<file path="src/rtl/signal_meas_pkg.sv">
// Shared types, defaults and helpers for the signal measurement block.
package signal_meas_pkg;

    // Hysteresis detector state encoding.
    typedef enum logic [1:0] {
        ST_INIT = 2'd0,
        ST_LOW  = 2'd1,
        ST_HIGH = 2'd2
    } det_st_e;

    // Default parameter values.
    localparam int DEF_DW        = 10;
    localparam int DEF_WIN_CYC   = 1000000;
    localparam int DEF_FRE_WIN   = 5000000;
    localparam int DEF_FRE_SCALE = 10;
    localparam int DEF_HYST      = 4;
    localparam int DEF_MIN_PP    = 8;
    localparam int DEF_CW        = 24;

    // a + b clamped to lim (operands are small sample-domain values).
    function automatic int unsigned sat_add(input int unsigned a, input int unsigned b,
                                            input int unsigned lim);
        int unsigned s;
        s = a + b;
        return (s > lim) ? lim : s;
    endfunction

    // a - b clamped at zero.
    function automatic int unsigned sat_sub(input int unsigned a, input int unsigned b);
        return (a > b) ? (a - b) : 32'd0;
    endfunction

endpackage

</file>
<file path="src/rtl/signal_meas_det.sv">
// Hysteresis rising-crossing detector around the published midpoint.
module hyst_edge_det
    import signal_meas_pkg::*;
#(
    parameter int DW   = DEF_DW,
    parameter int HYST = DEF_HYST
) (
    input  logic          clk,
    input  logic          rst,
    input  logic [DW-1:0] data_in,
    input  logic [DW-1:0] mid,
    input  logic          arm,
    input  logic          en,
    output logic          rise
);

    localparam int unsigned MAXV = (32'd1 << DW) - 32'd1;

    det_st_e       state_q, state_d;
    logic [DW-1:0] hi_th, lo_th;

    // Thresholds saturate at the ends of the sample range.
    assign hi_th = DW'(sat_add(32'(mid), 32'(HYST), MAXV));
    assign lo_th = DW'(sat_sub(32'(mid), 32'(HYST)));

    // Next state and crossing pulse; state frozen while the signal is too small.
    always_comb begin
        state_d = state_q;
        rise    = 1'b0;
        case (state_q)
            ST_INIT: if (arm) state_d = ST_LOW;
            ST_LOW: begin
                if (en && (data_in >= hi_th)) begin
                    state_d = ST_HIGH;
                    rise    = 1'b1;
                end
            end
            ST_HIGH: if (en && (data_in <= lo_th)) state_d = ST_LOW;
            default: state_d = ST_INIT;
        endcase
    end

    // State register.
    always_ff @(posedge clk or negedge rst) begin
        if (!rst) state_q <= ST_INIT;
        else      state_q <= state_d;
    end

endmodule

</file>
<file path="src/rtl/signal_meas.sv">
// Windowed min/max/pp/mid measurement and gated crossing-frequency counter.
module signal_meas
    import signal_meas_pkg::*;
#(
    parameter int DW        = DEF_DW,
    parameter int WIN_CYC   = DEF_WIN_CYC,
    parameter int FRE_WIN   = DEF_FRE_WIN,
    parameter int FRE_SCALE = DEF_FRE_SCALE,
    parameter int HYST      = DEF_HYST,
    parameter int MIN_PP    = DEF_MIN_PP,
    parameter int CW        = DEF_CW
) (
    input  logic          clk,
    input  logic          rst,
    input  logic [DW-1:0] data_in,
    output logic [DW-1:0] max,
    output logic [DW-1:0] min,
    output logic [DW-1:0] pp,
    output logic [DW-1:0] mid,
    output logic          meas_vld,
    output logic [31:0]   fre,
    output logic          fre_vld,
    output logic          sig_ok
);

    localparam int WCW = $clog2(WIN_CYC);
    localparam int GCW = $clog2(FRE_WIN);

    logic [WCW-1:0] wcnt_q, wcnt_d;
    logic [GCW-1:0] gcnt_q, gcnt_d;
    logic [DW-1:0]  run_max_q, run_max_d, run_min_q, run_min_d;
    logic [DW-1:0]  max_q, max_d, min_q, min_d, pp_q, pp_d, mid_q, mid_d;
    logic           meas_vld_q, sig_ok_q, sig_ok_d;
    logic [CW-1:0]  edge_cnt_q, edge_cnt_d;
    logic [31:0]    fre_q, fre_d;
    logic           fre_vld_q;

    logic          w_term, g_term, rise;
    logic [DW-1:0] fold_max, fold_min, fold_pp;
    logic [CW:0]   cnt_tot;
    logic [31:0]   fre_prod;

    assign w_term = (wcnt_q == WCW'(WIN_CYC - 1));
    assign g_term = (gcnt_q == GCW'(FRE_WIN - 1));

    // Current sample folded into the running extremes; either or both may move.
    assign fold_max = (data_in > run_max_q) ? data_in : run_max_q;
    assign fold_min = (data_in < run_min_q) ? data_in : run_min_q;
    assign fold_pp  = fold_max - fold_min;

    // Terminal-cycle crossing belongs to the gate that is closing.
    assign cnt_tot  = {1'b0, edge_cnt_q} + {{CW{1'b0}}, rise};
    assign fre_prod = 32'(cnt_tot) * 32'(FRE_SCALE);

    hyst_edge_det #(.DW(DW), .HYST(HYST)) u_det (
        .clk     (clk),
        .rst     (rst),
        .data_in (data_in),
        .mid     (mid_q),
        .arm     (meas_vld_q),
        .en      (sig_ok_q),
        .rise    (rise)
    );

    // Next-state for window, publish and gate logic.
    always_comb begin
        wcnt_d     = w_term ? '0 : wcnt_q + WCW'(1);
        gcnt_d     = g_term ? '0 : gcnt_q + GCW'(1);
        run_max_d  = fold_max;
        run_min_d  = fold_min;
        max_d      = max_q;
        min_d      = min_q;
        pp_d       = pp_q;
        mid_d      = mid_q;
        sig_ok_d   = sig_ok_q;
        edge_cnt_d = edge_cnt_q;
        fre_d      = fre_q;
        if (w_term) begin
            max_d     = fold_max;
            min_d     = fold_min;
            pp_d      = fold_pp;
            mid_d     = DW'(({1'b0, fold_max} + {1'b0, fold_min}) >> 1);
            sig_ok_d  = (32'(fold_pp) >= 32'(MIN_PP));
            run_max_d = '0;
            run_min_d = '1;
        end
        if (g_term) begin
            fre_d      = sig_ok_q ? fre_prod : 32'd0;
            edge_cnt_d = '0;
        end else if (rise && (edge_cnt_q != {CW{1'b1}})) begin
            edge_cnt_d = edge_cnt_q + CW'(1);
        end
    end

    // All state registers; reset discards any partial window or gate.
    always_ff @(posedge clk or negedge rst) begin
        if (!rst) begin
            wcnt_q     <= '0;
            gcnt_q     <= '0;
            run_max_q  <= '0;
            run_min_q  <= '1;
            max_q      <= '0;
            min_q      <= '0;
            pp_q       <= '0;
            mid_q      <= '0;
            sig_ok_q   <= 1'b0;
            meas_vld_q <= 1'b0;
            edge_cnt_q <= '0;
            fre_q      <= '0;
            fre_vld_q  <= 1'b0;
        end else begin
            wcnt_q     <= wcnt_d;
            gcnt_q     <= gcnt_d;
            run_max_q  <= run_max_d;
            run_min_q  <= run_min_d;
            max_q      <= max_d;
            min_q      <= min_d;
            pp_q       <= pp_d;
            mid_q      <= mid_d;
            sig_ok_q   <= sig_ok_d;
            meas_vld_q <= w_term;
            edge_cnt_q <= edge_cnt_d;
            fre_q      <= fre_d;
            fre_vld_q  <= g_term;
        end
    end

    assign max      = max_q;
    assign min      = min_q;
    assign pp       = pp_q;
    assign mid      = mid_q;
    assign meas_vld = meas_vld_q;
    assign fre      = fre_q;
    assign fre_vld  = fre_vld_q;
    assign sig_ok   = sig_ok_q;

endmodule

</file>
<file path="config.mk">
export PLATFORM = sky130hd
export DESIGN_NAME = signal_meas
export DESIGN_NICKNAME = d
export VERILOG_FILES = /design/src/rtl/signal_meas_pkg.sv /design/src/rtl/signal_meas_det.sv /design/src/rtl/signal_meas.sv
export SDC_FILE = /design/constraint.sdc
export NUM_CORES = 1
export LEC_CHECK = 0
export CORE_ASPECT_RATIO = 0.8
export CORE_MARGIN = 8
export CORE_UTILIZATION = 55
export CTS_BUF_LIST = sky130_fd_sc_hd__clkbuf_8
export CTS_CLUSTER_SIZE = 25
export DETAILED_ROUTE_END_ITERATION = 7
export DONT_BUFFER_PORTS = 1
export PLACE_DENSITY_LB_ADDON = 0.12
export SYNTH_ARGS = -nofsm -noshare
export SYNTH_HDL_FRONTEND = slang
export SYNTH_SLANG_ARGS = --single-unit
</file>
<file path="constraint.sdc">
create_clock -name clk -period 8.4 [get_ports clk]
set_clock_uncertainty 0.15 [all_clocks]
set_input_delay 1.26 -clock clk [delete_from_list [all_inputs] [get_ports clk]]
set_output_delay 1.26 -clock clk [all_outputs]
set_load 0.01 [all_outputs]
</file>
======== Yosys cells after proc, flatten, opt, wreduce, memory -nomap -nowiden ========
Cells that the tools add are included.
storage, ports and cells
  flip-flop bits (word level) ............. 164
  latch bits .............................. 0
  bits in writable memories ............... 0
  memory bits (read-only) ................. 0
  output and inout bits ................... 75
  logic and storage cells ................. 61
  memories ................................ 0
cells by class
  add/subtract/negate cells ............... 8
  multiply operators ...................... 1
  divide/modulo/power cells ............... 0
  magnitude comparators ................... 7
  equal/unequal tests ..................... 8
  shift operators ......................... 0
  muxes and demuxes ....................... 17
  bitwise logic cells ..................... 0
  reduce and logical (&&, ||, !) cells .... 6
operator list
  kind                                                                                count
  10-bit 2-to-1 mux                                                                   6
  24-bit 2-to-1 mux                                                                   2
  29-bit 2-to-1 mux                                                                   1
  25-bit by 3-bit multiplier with 28-bit output (second input constant)               1
  24-bit by 1-bit adder with 25-bit output                                            1
  24-bit by 1-bit adder with 24-bit output (second input constant)                    1
  24-bit != test (second input constant)                                              1
  23-bit by 1-bit adder with 23-bit output (second input constant)                    1
  23-bit equality test (second input constant)                                        1
  23-bit 2-to-1 mux                                                                   1
  20-bit by 1-bit adder with 20-bit output (second input constant)                    1
  20-bit equality test (second input constant)                                        1
  20-bit 2-to-1 mux                                                                   1
  10-bit by 10-bit adder with 11-bit output                                           1
  10-bit by 3-bit adder with 11-bit output (second input constant)                    1
  11-bit by 10-bit greater-than comparator with 1-bit output (second input constant)  1
  10-bit >= comparator                                                                1
  10-bit by 4-bit >= comparator with 1-bit output (second input constant)             1
  10-bit greater-than comparator                                                      1
  10-bit by 3-bit greater-than comparator with 1-bit output (second input constant)   1
  10-bit <= comparator                                                                1
  10-bit less-than comparator                                                         1
  10-bit subtractor                                                                   1
  10-bit by 3-bit subtractor with 10-bit output (second input constant)               1
  other kinds (11)                                                                    17

======== Longest topological paths before layout ========
  depth in word-level cells ............... 10
  gate-level depth with buffers ........... 34
  mapped depth without buffers ............ 31

======== By module ========
From an unflattened synthesis, not the netlist that was laid out.
second synthesis, totals
  cell total of the unflattened synthesis .. 1151
  area total of the unflattened synthesis .. 10503.8 um2
by module, submodules not included
  module         instances  cells each  area each (um2)  seq. area each (um2)
  signal_meas    1          1024        9584.2           3966.3
  hyst_edge_det  1          127         919.6            50.0

======== Worst setup path after synthesis ========
No wires, ideal clock.
  path type ............................... reg-to-reg
  from .................................... reg mid_q[2], in the netlist mid[2]
  to ...................................... reg fre_q[22], in the netlist fre[22]
  library setup time ...................... 0.122 ns
  data arrival time ....................... 7.041 ns
  data required time ...................... 8.128 ns
  slack ................................... 1.087 ns
  cell stages (with the launch flop) ...... 32
  path buffers ............................ 2
  path through ............................ dfrtp_1 -> ha_1 -> nand2b_1 -> or3_1 -> a2111oi_0 -> a31oi_1 -> a21oi_1 -> or2_2 -> ha_1 -> nand2b_1 -> a21o_1 -> a21oi_1 -> o21ai_0 -> o2111ai_1 -> clkbuf_1 -> clkbuf_1 -> nor2_1 -> ha_1 -> ha_1 -> nand3_1 -> xor2_1 -> inv_1 -> ha_1 -> inv_1 -> fa_1 -> nand2b_1 -> a21oi_1 -> o21ai_0 -> a2111oi_0 -> o311ai_0 -> a21o_1 -> a32o_1
between the ends
  longest elaborated chain between the ends .. 10
RTL lines
  what                                                        RTL line               source
  start, declared                                             signal_meas.sv:32      logic [DW-1:0] max_q, max_d, min_q, min_d, pp_q, pp_d, mid_q, mid_d;
  start signal, assigned                                      signal_meas.sv:119     mid_q <= mid_d;
  10-bit by 3-bit adder with 11-bit output (*)                signal_meas_pkg.sv:24  s = a + b;
  11-bit by 10-bit greater-than comparator with 1-bit output  signal_meas_pkg.sv:25  return (s > lim) ? lim : s;
  10-bit 2-to-1 mux (*)                                       signal_meas_pkg.sv:25
  10-bit >= comparator (*)                                    signal_meas_det.sv:33  if (en && (data_in >= hi_th)) begin
  1-bit logical AND (*)                                       signal_meas_det.sv:33
  1-bit 2-to-1 mux (*)                                        signal_meas_det.sv:33
  1-bit 2-to-1 mux (*)                                        signal_meas_det.sv:30  case (state_q)
  24-bit by 1-bit adder with 25-bit output (*)                signal_meas.sv:52      assign cnt_tot = {1'b0, edge_cnt_q} + {{CW{1'b0}}, rise};
  25-bit by 3-bit multiplier with 28-bit output (*)           signal_meas.sv:53      assign fre_prod = 32'(cnt_tot) * 32'(FRE_SCALE);
  29-bit 2-to-1 mux (*)                                       signal_meas.sv:88      fre_d = sig_ok_q ? fre_prod : 32'd0;
  end signal, assigned                                        signal_meas.sv:123     fre_q <= fre_d;
  end, declared                                               signal_meas.sv:35      logic [31:0] fre_q, fre_d;
Every way passes the cells marked *; elsewhere a longest branch is shown, timed or not.
A chain may end at the register's enable or synchronous reset.

======== Final worst setup path ========
  from .................................... reg mid_q[2], in the netlist mid[2]
  to ...................................... reg fre_q[21], in the netlist fre[21]
The elaborated chain is that of the path after synthesis.

==> qor.yml <==
clkTransAtPathRegs_ns: 0.10
die_w_um: 175
setup_viol_count_final: 0
seq_power_share_pct: 34.0
coreArea_mm2: 0.0198
critPathArrivalTime_ns: 8.08
finalMaxSlewViolations: 0
cp_slowest_cell: "a2111oi_0"
nets: 1355
worstSkewPairLatency_ns: 0.47
layout_common_cells: "164 x nand2_1, 150 x dfrtp_1, 111 x ha_1, 94 x nor2_1, 75 x o21ai_0"
drive_above_1_share_pct: 5.56
switching_power_uw: 1070
use_met2_pct: 31.0
tightest_slew_ns: 1.08
power_frac_comb_pct: 43.4
yosys-top-cells-area: "dfrtp_1 34%, ha_1 12%, nand2_1 5.5%, xor2_1 4.5%, xnor2_1 3.5%"
slew_headroom_pct: 27.6
vias: 8783
ios: 87
fin_crit_sh_pct: 93.8
ys.flop_type: "dfrtp_1"
crit_required_ns: 8.60
max_stage_delay_ns: 0.73
vdd_drop_max_uv: 183
critPathCaptureType: "flip-flop"
grt_util_all_layers_pct: 22.5
synth_edf_count: 0
wirelength_mm: 27.7
cap_viol_max_count: 0
hpwl_mm: 20.7
die_h_um: 143
overflow: 0
start_util_pct: 56.2
yosysUniqueCellTypes: 69
critPathKind: "flip-flop to flip-flop"
min_period_ns: 7.88
synth-seq-area-share_pct: 36.1
cts.sinks: 160
cts_made_buffers: 17
synth.avg_cell_area_um2: 8.80
area_growth_syn_to_layout_pct: 4.58
antenna_found_initial: 0
gp_congestion: 0.909
cp-start-kind: "flip-flop"
synth-seq-cells: 160
path_max_fanout: 11
finalHoldViolCount: 0
ant_nets: 0
dp_slack_ns: 0.378
diodes: 0
synth_top_area_share_pct: 33.8
min_path_type: "input port to asynchronous set/reset pin"
use_met3_pct: 5.28
async_flop_share_pct: 100
htreeDepth: 4
yosysTopAreaCell: "dfrtp_1"
yosysWarningCount: 0
die_area_mm2: 0.0251
via_per_inst: 5.83
rows: 46
grt_pass1_wl_mm: 45.1
synth_area_mm2: 0.0111
dpl_cell_area_mm2: 0.0112
path_common_cell: "ha_1"
setup_ws_ns: 0.519
p_clk_share_pct: 22.6
switching_share_pct: 41.8
dr.pass1.iters: 5
grt_max_degree: 161
p_int_uw: 1480
syn_inst: 1263
avgRoutedWirePerCell_um: 18.4
clock-root-buffer: "clkbuf_8"
layout_commonest_cell: "nand2_1"
grt_pass1_vias: 8279
p_leak_uw: 0.00563
cts_tree: "yes"
max-clock-path-buffers: 2
post-route-cell-area_mm2: 0.0116
status: "finished clean"
cts_setup_buffers: 0
drcViolationCount: 0
top_usage_layer: "met1"
first_iter_violations: 850
fmax_mhz: 127
p_per_area_mw_per_mm2: 219
use_met1_pct: 34.8
portBuffers: 0
## registers in the layout, summed over array words and instances (netlist names)
register / cells
u_det.state_q: 2
meas_vld: 1
fre: 28
sig_ok: 1
run_max_q: 10
gcnt_q: 23
max: 10
fre_vld: 1
min: 10
edge_cnt_q: 24
run_min_q: 10
pp: 10
wcnt_q: 20
mid: 10
## layout make-up
type	instances	area, um2
clock inverters	14	133
flip-flops and latches	160	4020
fillers	1753	8170
clock buffers	18	248
well taps	264	330
inverters	73	279
repair buffers	7	52.6
multi-input cells	970	6570
## stage by stage
step / setup TNS [ns] / hold WS (ns) / util, % / total power [uW] / instances
floorplan: 0 / 0.297 / - / 1660 / 1266
global placement: 0 / 0.326 / 56.8 / 1940 / 1474
detailed placement: 0 / 0.330 / 56.8 / 1960 / 1474
CTS: 0 / 0.294 / 58.7 / 2550 / 1506
global route: -0.0530 / 0.289 / 58.7 / 2730 / 1506
finish: 0 / 0.328 / 58.7 / 2550 / 1506
## synth_stat cells (6+ instances only)
library cell    n
nand2_1       164
dfrtp_1       150
ha_1          111
nor2_1         94
o21ai_0        75
inv_1          71
xor2_1         57
nand3_1        53
a21oi_1        48
xnor2_1        44
clkbuf_1       43
mux2i_1        38
nand2b_1       34
a21o_1         29
nor3_1         27
and3_1         22
nand4_1        17
o31ai_1        14
buf_2          12
nor4_1         11
a31oi_1        10
dfstp_2        10
nor2b_1        10
or4_1          10
o21bai_1        8
a211oi_1        7
or2_2           7
and2_1          6
buf_4           6
## worst max-delay path: cells and delay by family (launching register included)
family,cells,cell delay (ns)
AND/OR/NAND/NOR,11,2.78
flip-flops,1,0.54
AO/OA/AOI/OAI,9,2.12
XOR/XNOR,2,0.45
adder cells (fa/ha/maj),6,1.74
## power by group through the flow
| stage | clock (uW) | combinational (uW) | sequential [uW] |
|---|---|---|---|
| finish | 576 | 1110 | 868 |
| global route | 618 | 1240 | 875 |
| CTS | 592 | 1090 | 867 |
| detailed placement | 0 | 1080 | 881 |
| global placement | 0 | 1060 | 879 |
| floorplan | 0 | 786 | 872 |
## kinds of logic after synthesis
family | share of synthesized area, %
other | 0.0337
flip-flops | 36.1
AO/OA/AOI/OAI | 13.3
adder cells (fa/ha/maj) | 13.0
XOR/XNOR | 7.96
buffers and inverters | 5.04
multiplexers | 3.42
AND/OR/NAND/NOR | 21.1
## worst paths after layout
check | startpoint | slack, ns | end | cells past startpoint
max | mid[2] | 0.52 | fre[21] | 28
min | rst | 0.33 | pp[7] | 0
max reg2reg | mid[2] | 0.52 | fre[21] | 28
min reg2reg | gcnt_q[4] | 0.34 | gcnt_q[4] | 1
max in group asynchronous | rst | 7.47 | run_min_q[1] | 0
min in group clk | gcnt_q[4] | 0.34 | gcnt_q[4] | 1
## metal layers
layer / part of all wire [%] / vias to the layer above
li1: - / 4329
met1: 52 / 4172
met3: 8.0 / 21
met5: 0 / -
met2: 39 / 261
met4: 0.81 / 0
## repair_timing
action,CTS,global route
hold buffers,0,0
gates resized for setup,0,3
setup endpoints to repair,0,5
hold endpoints to repair,0,0
Power figures use the tool's default switching activity.
